$ cat src/rtl/mem_port_arbiter.sv
// Purpose : two-port (instruction fetch / data) arbiter in front of a single fixed-latency memory port.
// Latency : request seen in IDLE at edge T -> memory strobed for MEM_LAT cycles -> ack pulse after edge T+MEM_LAT.
// Backpr. : one access in flight; a requester holds req and payload until its ack; the loser simply waits.
//
// Ports:
//   clk, rst                              clock, synchronous active-low reset
//   if_req/if_addr -> if_rdata/if_ack     fetch port (read-only)
//   d_req/d_we/d_addr/d_wdata -> d_rdata/d_ack   data port (load/store)
//   mem_en/mem_we/mem_addr/mem_wdata <- mem_rdata memory side, rdata valid in the last access cycle
module mem_port_arbiter #(
  parameter int MEM_LAT = 2,   // legal range 1..15
  parameter int AW      = 32
) (
  input  logic          clk,
  input  logic          rst,
  // instruction fetch port
  input  logic          if_req,
  input  logic [AW-1:0] if_addr,
  output logic [31:0]   if_rdata,
  output logic          if_ack,
  // data port
  input  logic          d_req,
  input  logic          d_we,
  input  logic [AW-1:0] d_addr,
  input  logic [31:0]   d_wdata,
  output logic [31:0]   d_rdata,
  output logic          d_ack,
  // memory port
  output logic          mem_en,
  output logic          mem_we,
  output logic [AW-1:0] mem_addr,
  output logic [31:0]   mem_wdata,
  input  logic [31:0]   mem_rdata
);

  if (MEM_LAT < 1 || MEM_LAT > 15) begin : g_bad_mem_lat
    $error("mem_port_arbiter: MEM_LAT must be in 1..15");
  end

  typedef enum logic [1:0] {
    IDLE   = 2'd0,
    ACCESS = 2'd1,
    RESP   = 2'd2
  } state_t;

  localparam logic [3:0] CNT_INIT = 4'(MEM_LAT - 1);

  state_t     state;
  logic [3:0] cnt;       // remaining ACCESS cycles after the current one
  logic       last_gnt;  // 0 = fetch port won last, 1 = data port won last
  logic       cur_gnt;   // owner of the access in flight

  logic       any_req;
  logic       gnt_d;     // 1 when the data port wins this IDLE cycle

  // Round-robin: a lone requester wins; on a tie the port that did not
  // win last time goes next, so two busy ports strictly alternate.
  always_comb begin
    any_req = if_req | d_req;
    gnt_d   = d_req & (~if_req | ~last_gnt);
  end

  always_ff @(posedge clk) begin
    if (!rst) begin
      state     <= IDLE;
      cnt       <= 4'd0;
      last_gnt  <= 1'b1;   // fetch wins the first tie
      cur_gnt   <= 1'b0;
      mem_en    <= 1'b0;
      mem_we    <= 1'b0;
      mem_addr  <= '0;
      mem_wdata <= '0;
      if_ack    <= 1'b0;
      d_ack     <= 1'b0;
      if_rdata  <= '0;
      d_rdata   <= '0;
    end else begin
      // acks are single-cycle pulses unless set below
      if_ack <= 1'b0;
      d_ack  <= 1'b0;

      case (state)
        IDLE: begin
          if (any_req) begin
            // Latch the winner's payload; later changes on the inputs are ignored.
            cur_gnt   <= gnt_d;
            last_gnt  <= gnt_d;
            mem_en    <= 1'b1;
            mem_we    <= gnt_d & d_we;
            mem_addr  <= gnt_d ? d_addr : if_addr;
            mem_wdata <= gnt_d ? d_wdata : 32'd0;
            cnt       <= CNT_INIT;
            state     <= ACCESS;
          end
        end

        ACCESS: begin
          if (cnt == 4'd0) begin
            // Last access cycle: mem_rdata is valid now.
            mem_en <= 1'b0;
            mem_we <= 1'b0;
            if (cur_gnt) begin
              d_ack <= 1'b1;
              // stores leave the load data register untouched
              if (!mem_we) begin
                d_rdata <= mem_rdata;
              end
            end else begin
              if_ack   <= 1'b1;
              if_rdata <= mem_rdata;
            end
            state <= RESP;
          end else begin
            cnt <= cnt - 4'd1;
          end
        end

        RESP: begin
          // The ack is visible this cycle; a request still held is re-arbitrated in IDLE.
          state <= IDLE;
        end

        default: begin
          state  <= IDLE;
          mem_en <= 1'b0;
          mem_we <= 1'b0;
        end
      endcase
    end
  end

  // Only one port can own an access, so both acks can never pulse together.
  a_one_ack : assert property (@(posedge clk) disable iff (!rst) !(if_ack && d_ack));
  // A write strobe is only ever issued inside an access.
  a_we_en   : assert property (@(posedge clk) disable iff (!rst) mem_we |-> mem_en);

endmodule

$ cat config.mk
export PLATFORM = sky130hd
export DESIGN_NAME = mem_port_arbiter
export DESIGN_NICKNAME = d
export VERILOG_FILES = /design/src/rtl/mem_port_arbiter.sv
export SDC_FILE = /design/constraint.sdc
export NUM_CORES = 1
export LEC_CHECK = 0
export BUFFER_PORTS_ARGS = -buffer_cell sky130_fd_sc_hd__buf_2
export CORE_ASPECT_RATIO = 0.5
export CORE_MARGIN = 2
export CORE_UTILIZATION = 42
export DETAILED_ROUTE_END_ITERATION = 8
export GPL_ROUTABILITY_DRIVEN = 0
export HOLD_SLACK_MARGIN = 0.02
export PLACE_DENSITY = 0.76
export REMOVE_ABC_BUFFERS = 1
export SYNTH_ARGS = -nofsm -noshare
export SYNTH_HDL_FRONTEND = slang
export SYNTH_SLANG_ARGS = --single-unit
$ cat constraint.sdc
create_clock -name clk -period 1.74 [get_ports clk]
set_clock_uncertainty 0.1 [all_clocks]
set_input_delay 0 -clock clk [delete_from_list [all_inputs] [get_ports clk]]
set_output_delay 0 -clock clk [all_outputs]
set_load 0.005 [all_outputs]
==> results of run 1 <==
## critical path, stage by stage, from the launching register on
cell,delay [ns]
dfxtp_2,0.32
inv_2,0.07
ha_4,0.14
or3b_4,0.40
nor3_4,0.19
buf_6,0.17
buf_12,0.14
mux2i_2,0.22
## how the worst min path moves through the flow
| stage | startpoint | cells after the start | to |
|---|---|---|---|
| 6_report | d_wdata[8] | 4 | mem_wdata[8]$_SDFFE_PN0P_ |
| 5_1_grt | d_wdata[8] | 4 | mem_wdata[8]$_SDFFE_PN0P_ |
| 4_1_cts | d_wdata[23] | 4 | mem_wdata[23]$_SDFFE_PN0P_ |
| 3_5_place_dp | d_wdata[18] | 3 | mem_wdata[18]$_SDFFE_PN0P_ |
| 3_3_place_gp | d_wdata[17] | 3 | mem_wdata[17]$_SDFFE_PN0P_ |
| 2_1_floorplan | rst | 1 | last_gnt$_SDFFE_PN1P_ |
## through the flow
step                cell area, um2  hold slack [ns]  cells  setup slack, ns
global placement              7100            0.157    990          -0.0274
CTS                           9140            0.278   1161           -0.100
detailed placement            7100            0.163    990          -0.0950
floorplan                     5300          -0.0282    539            -2.53
finish                        9140            0.295   1162           -0.112
global route                  9140            0.298   1161           -0.149
## cells in the final DEF (no fill, tap or decap), drive strengths merged, types with 2 or more instances in the layout
cell / n
dlygate4sd3: 133
clkinvlp: 2
o21ai: 35
or3: 2
inv: 14
clkinv: 2
or2: 2
nand3: 33
o221ai: 2
nor3: 2
dfxtp: 140
nand4b: 2
clkbuf: 17
bufinv: 2
a21oi: 67
mux2i: 96
nor2: 4
nand2: 100
a211oi: 33
buf: 287
## logic make-up after synthesis
| kind of cell | after synthesis | synth area share |
|---|---|---|
| AO/OA/AOI/OAI | 145 | 0.150 |
| adder cells (fa/ha/maj) | 1 | 0.00225 |
| AND/OR/NAND/NOR | 152 | 0.121 |
| buffers and inverters | 59 | 0.0489 |
| multiplexers | 96 | 0.173 |
| flip-flops | 140 | 0.505 |
## flip-flops by register name, indices dropped and copies added (netlist names), 2 cells and up
name       count
state          2
if_rdata      32
mem_addr      32
cnt            4
d_rdata       32
mem_wdata     32
## final cells by class
cell class	count	area [um2]	share of cell area
Multi-Input combinational cell	394	2530	0.277
Clock buffer	17	425	0.0465
Timing Repair Buffer	420	2970	0.324
Antenna cell	1	2.50	0.000274
Tap cell	170	213	0.0233
Inverter	5	18.8	0.00205
Clock inverter	15	178	0.0194
Sequential cell	140	2810	0.307
## what timing repair did
action,CTS,global route
resized for setup,9,6
hold buffers,133,0
pin swaps,2,1
endpoints found under the hold margin,134,0
buffers inserted,5,1
endpoints found under the setup margin,33,65
cloned,2,0
## metal layers
| layer | up-vias | share of wire | track usage |
|---|---|---|---|
| li1 | 2865 | - | - |
| met4 | 0 | 0.060 | 0.178 |
| met2 | 293 | 0.51 | 0.492 |
| met1 | 2867 | 0.38 | 0.292 |
| met3 | 103 | 0.049 | 0.0504 |
| met5 | - | 0 | 0 |
## power groups by stage
| stage | Sequential (mW) | Clock (mW) | Combinational, mW |
|---|---|---|---|
| after global placement | 3.64 | 0 | 1.39 |
| final | 3.60 | 3.72 | 1.80 |
| after floorplan | 3.66 | 0 | 0.688 |
| after global routing | 3.62 | 3.94 | 1.93 |
| after detailed placement | 3.65 | 0 | 1.42 |
| after CTS | 3.58 | 3.76 | 1.73 |
==> qor.txt, run 1 <==
Outcome: finished, violations left
Violated checks: negative setup slack
Post-DR wirelength/cell: 17.8 um
Mapped Cells: 593
Vias in the first global route: 6193
Maximum vdd drop: 0.690 mV
DRT antenna net count: 0
Share of post-route cells with drive strength above 1: 0.340
Sequential share of the synthesized area: 0.505
DRC violations left: 0
First-pass GRT wire length: 30.6 mm
Final setup vio count: 23
Total wire length: 20.7 mm
Vias: 6128
Detailed placement HPWL: 11.0 mm
Total chip power: 9.12 mW
Worst R2R Start: cnt[1]$_SDFFE_PN0P_
Post-synth top area cell: dfxtp_1
Largest net degree at the start of global routing: 103
Setup tns final: -1.03 ns
Number of distinct library cells after synthesis: 38
H-tree levels: 4
Cell area after synthesis: 5550 um2
Post-synth top flop: dfxtp_1
RSZ-0062 raised after global routing: yes
Most common cell in the synthesized netlist: dfxtp_1
Tmin final: 1.85 ns
Worst slew pin tran: 0.506 ns
Hold Path Class: in2reg
CP Capture Type: register
CP startpoint: cnt[1]$_SDFFE_PN0P_
Rel. slew slack: 0.662
Lkg Pwr: 4.33 nW
Setup slack, reg-to-reg: -0.11 ns
Core area: 12800 um2
Max-slew violations: 0
Critical Path Fanout Max: 6
CP Capture Point: if_rdata[20]$_SDFFE_PN0P_
Pre-Repair DR Iteration Count: 5
CTS Buf Count: 17
Clock root cell: clkbuf_16
Combinational Power Share: 0.198
DIE HEIGHT: 85.3 um
Setup ws final: -0.112 ns
Synth top cells by count: dfxtp_1, nand2_1, mux2i_1
Clock buffer depth: 2
1st-iter DRT viols: 441
Required @ worst endpoint: 1.96 ns
Fin crit share: 1.06
Cells on worst reg2reg path: 7
Synth Register Bits: 140
Max-cap viol count: 0
Clock share of power: 0.408
Fillcell total: 877
CTS tree: done
Final net count: 1112
Ports: 265
CTS clock-pin slew for the worst setup and hold paths: 0.06 ns
Area contributors post-synth: dfxtp_1, mux2i_1, nand2_1
Die Footprint: 14200 um2
Crit Path Category: reg2reg
Synth top area share: 0.505
Fmax: 540 MHz
Sink Count: 140
Pwr Density: 997 nW/um2
GRT Total Usage: 0.270
Starting Density: 0.435
Async set-reset flop share out of synthesis: 0
Internal power: 6.53 mW
Worst skew pair latency: 0.41 ns
Layout area overhead: 64.6%
Final Util: 0.716
Placement Rows: 29
Via density: 5.27
Psw: 2.59 mW
Antenna violations before repair: 0
Overflow after GRT: 0
PortBufs: 264
Yosys warns: 0
Worst Path Arrival: 2.07 ns
Final Hold Fails: 0
Sw Share: 0.284
Sequential share of power: 0.394
Post-synth EDFFs: 0
Syn_area_per_cell: 9.37 um2
R2r endpoint: if_rdata[20]$_SDFFE_PN0P_
Width of the die: 167 um
Crit path launch type: register
No activity file was read; power rests on OpenSTA's default activity.
==> run 2, diff against run 1 <==
Settings changed: PLACE_DENSITY 0.76 to not set, PLACE_DENSITY_LB_ADDON set to 0.1.
==> run 2 against run 1 <==
Against the previous run: the run still ends with negative setup slack left; die area is the same; largest power group unchanged; via count shrank 5.2%; critical path depth is the same; final cell count grew 0.17%; register-to-register slack gained 0.05 ns.
==> qor.txt, run 2 (same netlist as run 1, synthesis figures left out) <==
Outcome: finished, violations left
Violated checks: negative setup slack
Fin crit share: 1.03
CP startpoint: cnt[0]$_SDFFE_PN0P_
Fillcell total: 970
Final Hold Fails: 0
CTS tree: done
Tmin final: 1.80 ns
Total wire length: 17.7 mm
Setup tns final: -0.754 ns
Vias: 5812
RSZ-0062 raised after global routing: yes
CTS clock-pin slew for the worst setup and hold paths: 0.06 ns
PortBufs: 264
Ports: 265
Worst R2R Start: cnt[0]$_SDFFE_PN0P_
Register Area: 2810 um2
Max-cap viol count: 0
First-pass GRT wire length: 29.0 mm
Crit path launch type: register
CTS Buf Count: 17
DRT antenna net count: 0
Final Non-Filler Cells: 1164
Antenna violations before repair: 0
Required @ worst endpoint: 1.97 ns
Pre-Repair DR Iteration Count: 5
DIE HEIGHT: 85.3 um
Critical Path Fanout Max: 5
Max-slew violations: 0
Hold Path Class: in2reg
N_diodes: 0
Maximum vdd drop: 0.697 mV
Setup ws final: -0.0574 ns
Largest net degree at the start of global routing: 73
Pwr Density: 1010 nW/um2
Starting Density: 0.435
Worst skew pair latency: 0.40 ns
Setup slack at placement: -0.0438 ns
Rel. slew slack: 0.777
R2r endpoint: if_rdata[5]$_SDFFE_PN0P_
Lkg Pwr: 4.38 nW
CP Capture Type: register
Multi-input gate area: 2520 um2
Final Util: 0.723
Setup slack, reg-to-reg: -0.06 ns
Cells on worst reg2reg path: 7
CP Capture Point: if_rdata[5]$_SDFFE_PN0P_
Final setup vio count: 31
Die Footprint: 14200 um2
DRC violations left: 0
1st-iter DRT viols: 341
Vias in the first global route: 5863
H-tree levels: 4
Clock root cell: clkbuf_16
Core area: 12800 um2
Worst Path Arrival: 2.03 ns
Detailed placement HPWL: 10.2 mm
Most frequent cells in the layout: buf_2, dfxtp_1, dlygate4sd3_1
Placement Rows: 29
GRT Total Usage: 0.249
Clock buffer depth: 2
Overflow after GRT: 0
Final hold slack: 0.0520 ns
Post-DR wirelength/cell: 15.2 um
Commonest non-fill, non-tap cell in the layout: buf_2
Worst slew pin tran: 0.334 ns
Crit Path Category: reg2reg
Fmax: 556 MHz
Sink Count: 140
Width of the die: 167 um
Layout area overhead: 66.2%
Via density: 4.99
Final net count: 1116
Post-Place Cells: 996
Share of post-route cells with drive strength above 1: 0.342
-- run 2: changes by cell type in the layout (fill, tap and decap cells not counted), moves of 2 or more --
cell,previous run,this run
mux2i_1,94,96
inv_6,5,2
bufinv_16,2,5
inv_8,4,0
mux2i_2,2,0
dlygate4sd3_1,133,130
clkinv_4,1,4
buf_4,11,16
-- run 2: worst min path at each step --
stage	to	cells past startpoint	slack, ns	from
2_1_floorplan	last_gnt$_SDFFE_PN1P_	1	-0.03	rst
6_report	mem_en$_SDFFE_PN0P_	4	0.05	d_req
4_1_cts	mem_en$_SDFFE_PN0P_	4	0.03	d_req
3_5_place_dp	mem_wdata[13]$_SDFFE_PN0P_	3	0.16	d_wdata[13]
5_1_grt	mem_en$_SDFFE_PN0P_	4	0.08	d_req
3_3_place_gp	mem_wdata[4]$_SDFFE_PN0P_	3	0.16	d_wdata[4]
-- run 2: metrics by stage --
stage / cell area (um2) / total power [mW]
2_1_floorplan: 5300 / 4.35
6_report: 9230 / 9.36
5_1_grt: 9230 / 9.76
3_3_place_gp: 7140 / 5.05
4_1_cts: 9210 / 9.37
3_5_place_dp: 7140 / 5.07
-- run 2: routing by layer --
metal | vias to the layer above | share of wire | GRT usage
met4 | 0 | 0.019 | 0.0925
met3 | 34 | 0.058 | 0.0560
met1 | 2692 | 0.44 | 0.316
li1 | 2867 | - | -
met5 | - | 0 | 0
met2 | 219 | 0.48 | 0.421
-- run 2: critical path, cell delays in order, from the launching register on --
cell and delay [ns]:
dfxtp_2 0.32, inv_2 0.06, ha_4 0.12, or3b_4 0.39
nor3_4 0.24, buf_6 0.17, buf_12 0.12, mux2i_1 0.20
-- run 2: repair_timing --
action,CTS,global route
cloned,2,1
setup endpoints to repair,28,64
endpoints found under the hold margin,136,0
buffers inserted,4,1
pin swaps,0,1
resized for setup,9,4
hold buffers,130,0
-- run 2: final cells by class --
type                       count  area share
clock inverter                13      0.0233
tap                          170      0.0230
sequential                   140       0.304
multi-input combinational    394       0.273
timing repair buffer         424       0.327
clock buffer                  18      0.0476
inverter                       5     0.00203
-- run 2: where the power goes --
group	switching, mW	internal [mW]
combinational	0.842	0.930
sequential	0.136	3.45
clock	1.41	2.59
total	2.39	6.97
==> run 3, diff against run 2 <==
Settings changed: ABC_AREA set to 1, CAP_MARGIN set to 10.
==> run 3 against run 2 <==
Against the previous run: the flow now finishes without violations; highest routed layer unchanged; via count up 6.9%; sequential power up 4%; hold slack better by 0.21 ns; non-clock buffer count down 13; register-to-register slack better by 0.24 ns.
==> qor.txt, run 3 <==
Most frequent cells in the layout: nand2_1, buf_2, nor2_1
Post-synth EDFFs: 0
H-tree levels: 4
Syn_area_per_cell: 7.01 um2
Largest net degree at the start of global routing: 99
CTS tree: done
CP Capture Point: if_rdata[7]$_SDFFE_PN0P_
Placement Rows: 29
CTS Buf Count: 17
Commonest non-fill, non-tap cell in the layout: nand2_1
Worst Path Arrival: 1.75 ns
Vias in the first global route: 5864
Lkg Pwr: 4.49 nW
First-pass GRT wire length: 26.9 mm
Pre-Repair DR Iteration Count: 6
Final net count: 1311
GRT Total Usage: 0.230
Worst skew pair latency: 0.40 ns
Tmin final: 1.56 ns
Cells on worst reg2reg path: 8
Max-slew violations: 0
Outcome: finished clean
Share of post-route cells with drive strength above 1: 0.268
Width of the die: 167 um
Total wire length: 16.6 mm
Final setup vio count: 0
Setup slack at placement: 0.0545 ns
Maximum vdd drop: 0.569 mV
Post-DR wirelength/cell: 12.2 um
Fmax: 641 MHz
Max-cap viol count: 0
Cell area after synthesis: 5560 um2
Required @ worst endpoint: 1.93 ns
Via density: 4.57
CP Capture Type: register
Antenna violations before repair: 0
Sequential share of the synthesized area: 0.504
Sink Count: 140
Clock root cell: clkbuf_16
Fin crit share: 0.897
Async set-reset flop share out of synthesis: 0
Synth Register Bits: 140
N_diodes: 0
Starting Density: 0.435
Crit Path Category: reg2reg
Setup slack, reg-to-reg: 0.18 ns
Overflow after GRT: 0
Vias: 6215
Post-synth top area cell: dfxtp_1
DIE HEIGHT: 85.3 um
Die Footprint: 14200 um2
Final Hold Fails: 0
Critical Path Fanout Max: 40
Number of distinct library cells after synthesis: 21
Worst slew pin tran: 0.427 ns
Detailed placement HPWL: 10.1 mm
Setup ws final: 0.180 ns
DRT antenna net count: 0
Most common cell in the synthesized netlist: nand2_1
Yosys warns: 0
Mapped Cells: 793
Area contributors post-synth: dfxtp_1, nand2_1, nor2_1
Final Util: 0.699
DRC violations left: 0
CP startpoint: cnt[0]$_SDFFE_PN0P_
RSZ-0062 raised after global routing: no
Pwr Density: 1040 nW/um2
Rel. slew slack: 0.715
1st-iter DRT viols: 345
CTS clock-pin slew for the worst setup and hold paths: 0.06 ns
PortBufs: 264
R2r endpoint: if_rdata[7]$_SDFFE_PN0P_
Ports: 265
Crit path launch type: register
Synth top cells by count: nand2_1, nor2_1, dfxtp_1
Hold Path Class: in2reg
Layout area overhead: 60.8%
Post-synth top flop: dfxtp_1
Clock buffer depth: 2
Core area: 12800 um2
Worst R2R Start: cnt[0]$_SDFFE_PN0P_
Setup tns final: 0 ns
Synth top area share: 0.504
run 3: cell count changes after synthesis, sizes merged, moves of 4 or more:
cell    change
nand2     +174
nor2      +169
mux2i      -96
inv        +37
a211oi     -33
nand3      -29
clkbuf     -17
buf         +9
a21oi       +4
run 3: final cells by class:
type                    instances  area [um2]
flip-flops and latches        140        2800
fillers                      1061        3840
clock buffers                  19         443
inverters                      43         161
clock inverters                13         133
multi-input cells             564        2330
repair buffers                411        2850
well taps                     170         213
run 3: how the worst min path moves through the flow:
stage,from,end,cells past startpoint
final,d_addr[28],mem_addr[28]$_SDFFE_PN0P_,4
after global routing,d_addr[27],mem_addr[27]$_SDFFE_PN0P_,4
after CTS,d_addr[18],mem_addr[18]$_SDFFE_PN0P_,4
after detailed placement,d_addr[1],mem_addr[1]$_SDFFE_PN0P_,3
after global placement,d_addr[20],mem_addr[20]$_SDFFE_PN0P_,3
after floorplan,rst,d_rdata[0]$_SDFFE_PN0P_,2
run 3: kinds of logic (layout without fill, tap and decap cells):
kind of cell / after synthesis / in the layout / share of synthesized area
compound gates: 107 / 107 / 0.0968
flops: 140 / 140 / 0.504
buf+inv: 89 / 486 / 0.0781
fa+ha+maj: 1 / 1 / 0.00225
simple gates: 456 / 456 / 0.318
run 3: report_power, final:
part           switching, mW  internal, mW
Combinational           1.11         0.978
Clock                   1.45          2.04
Sequential             0.179          3.57
run 3: per-layer routing:
layer	vias up	GRT usage	wire length [um]
li1	3204	-	-
met1	2742	0.278	7140
met2	222	0.392	7880
met3	47	0.0546	1070
met4	0	0.111	470
met5	-	0	0
run 3: worst max-delay path: stages (launching register included):
cell     delay [ns]
dfxtp_1        0.31
inv_1          0.11
ha_2           0.24
nand3_4        0.16
nor2_8         0.16
buf_12         0.20
nand2_1        0.07
nand2_1        0.06
nor2_1         0.05
run 3: what timing repair did:
| item | CTS | global route |
|---|---|---|
| endpoints found under the hold margin | 136 | 0 |
| setup endpoints to repair | 0 | 66 |
| buffers inserted | 0 | 0 |
| hold buffers | 133 | 0 |
| resized for setup | 0 | 3 |
run 3: through the flow:
stage	hold WS [ns]	cells	power [mW]	cell area (um2)
2_1_floorplan	0.0204	747	4.78	5280
3_3_place_gp	0.122	1195	5.60	7010
3_5_place_dp	0.131	1195	5.63	7010
4_1_cts	0.242	1360	9.38	8920
5_1_grt	0.265	1360	9.87	8930
6_report	0.264	1360	9.33	8930
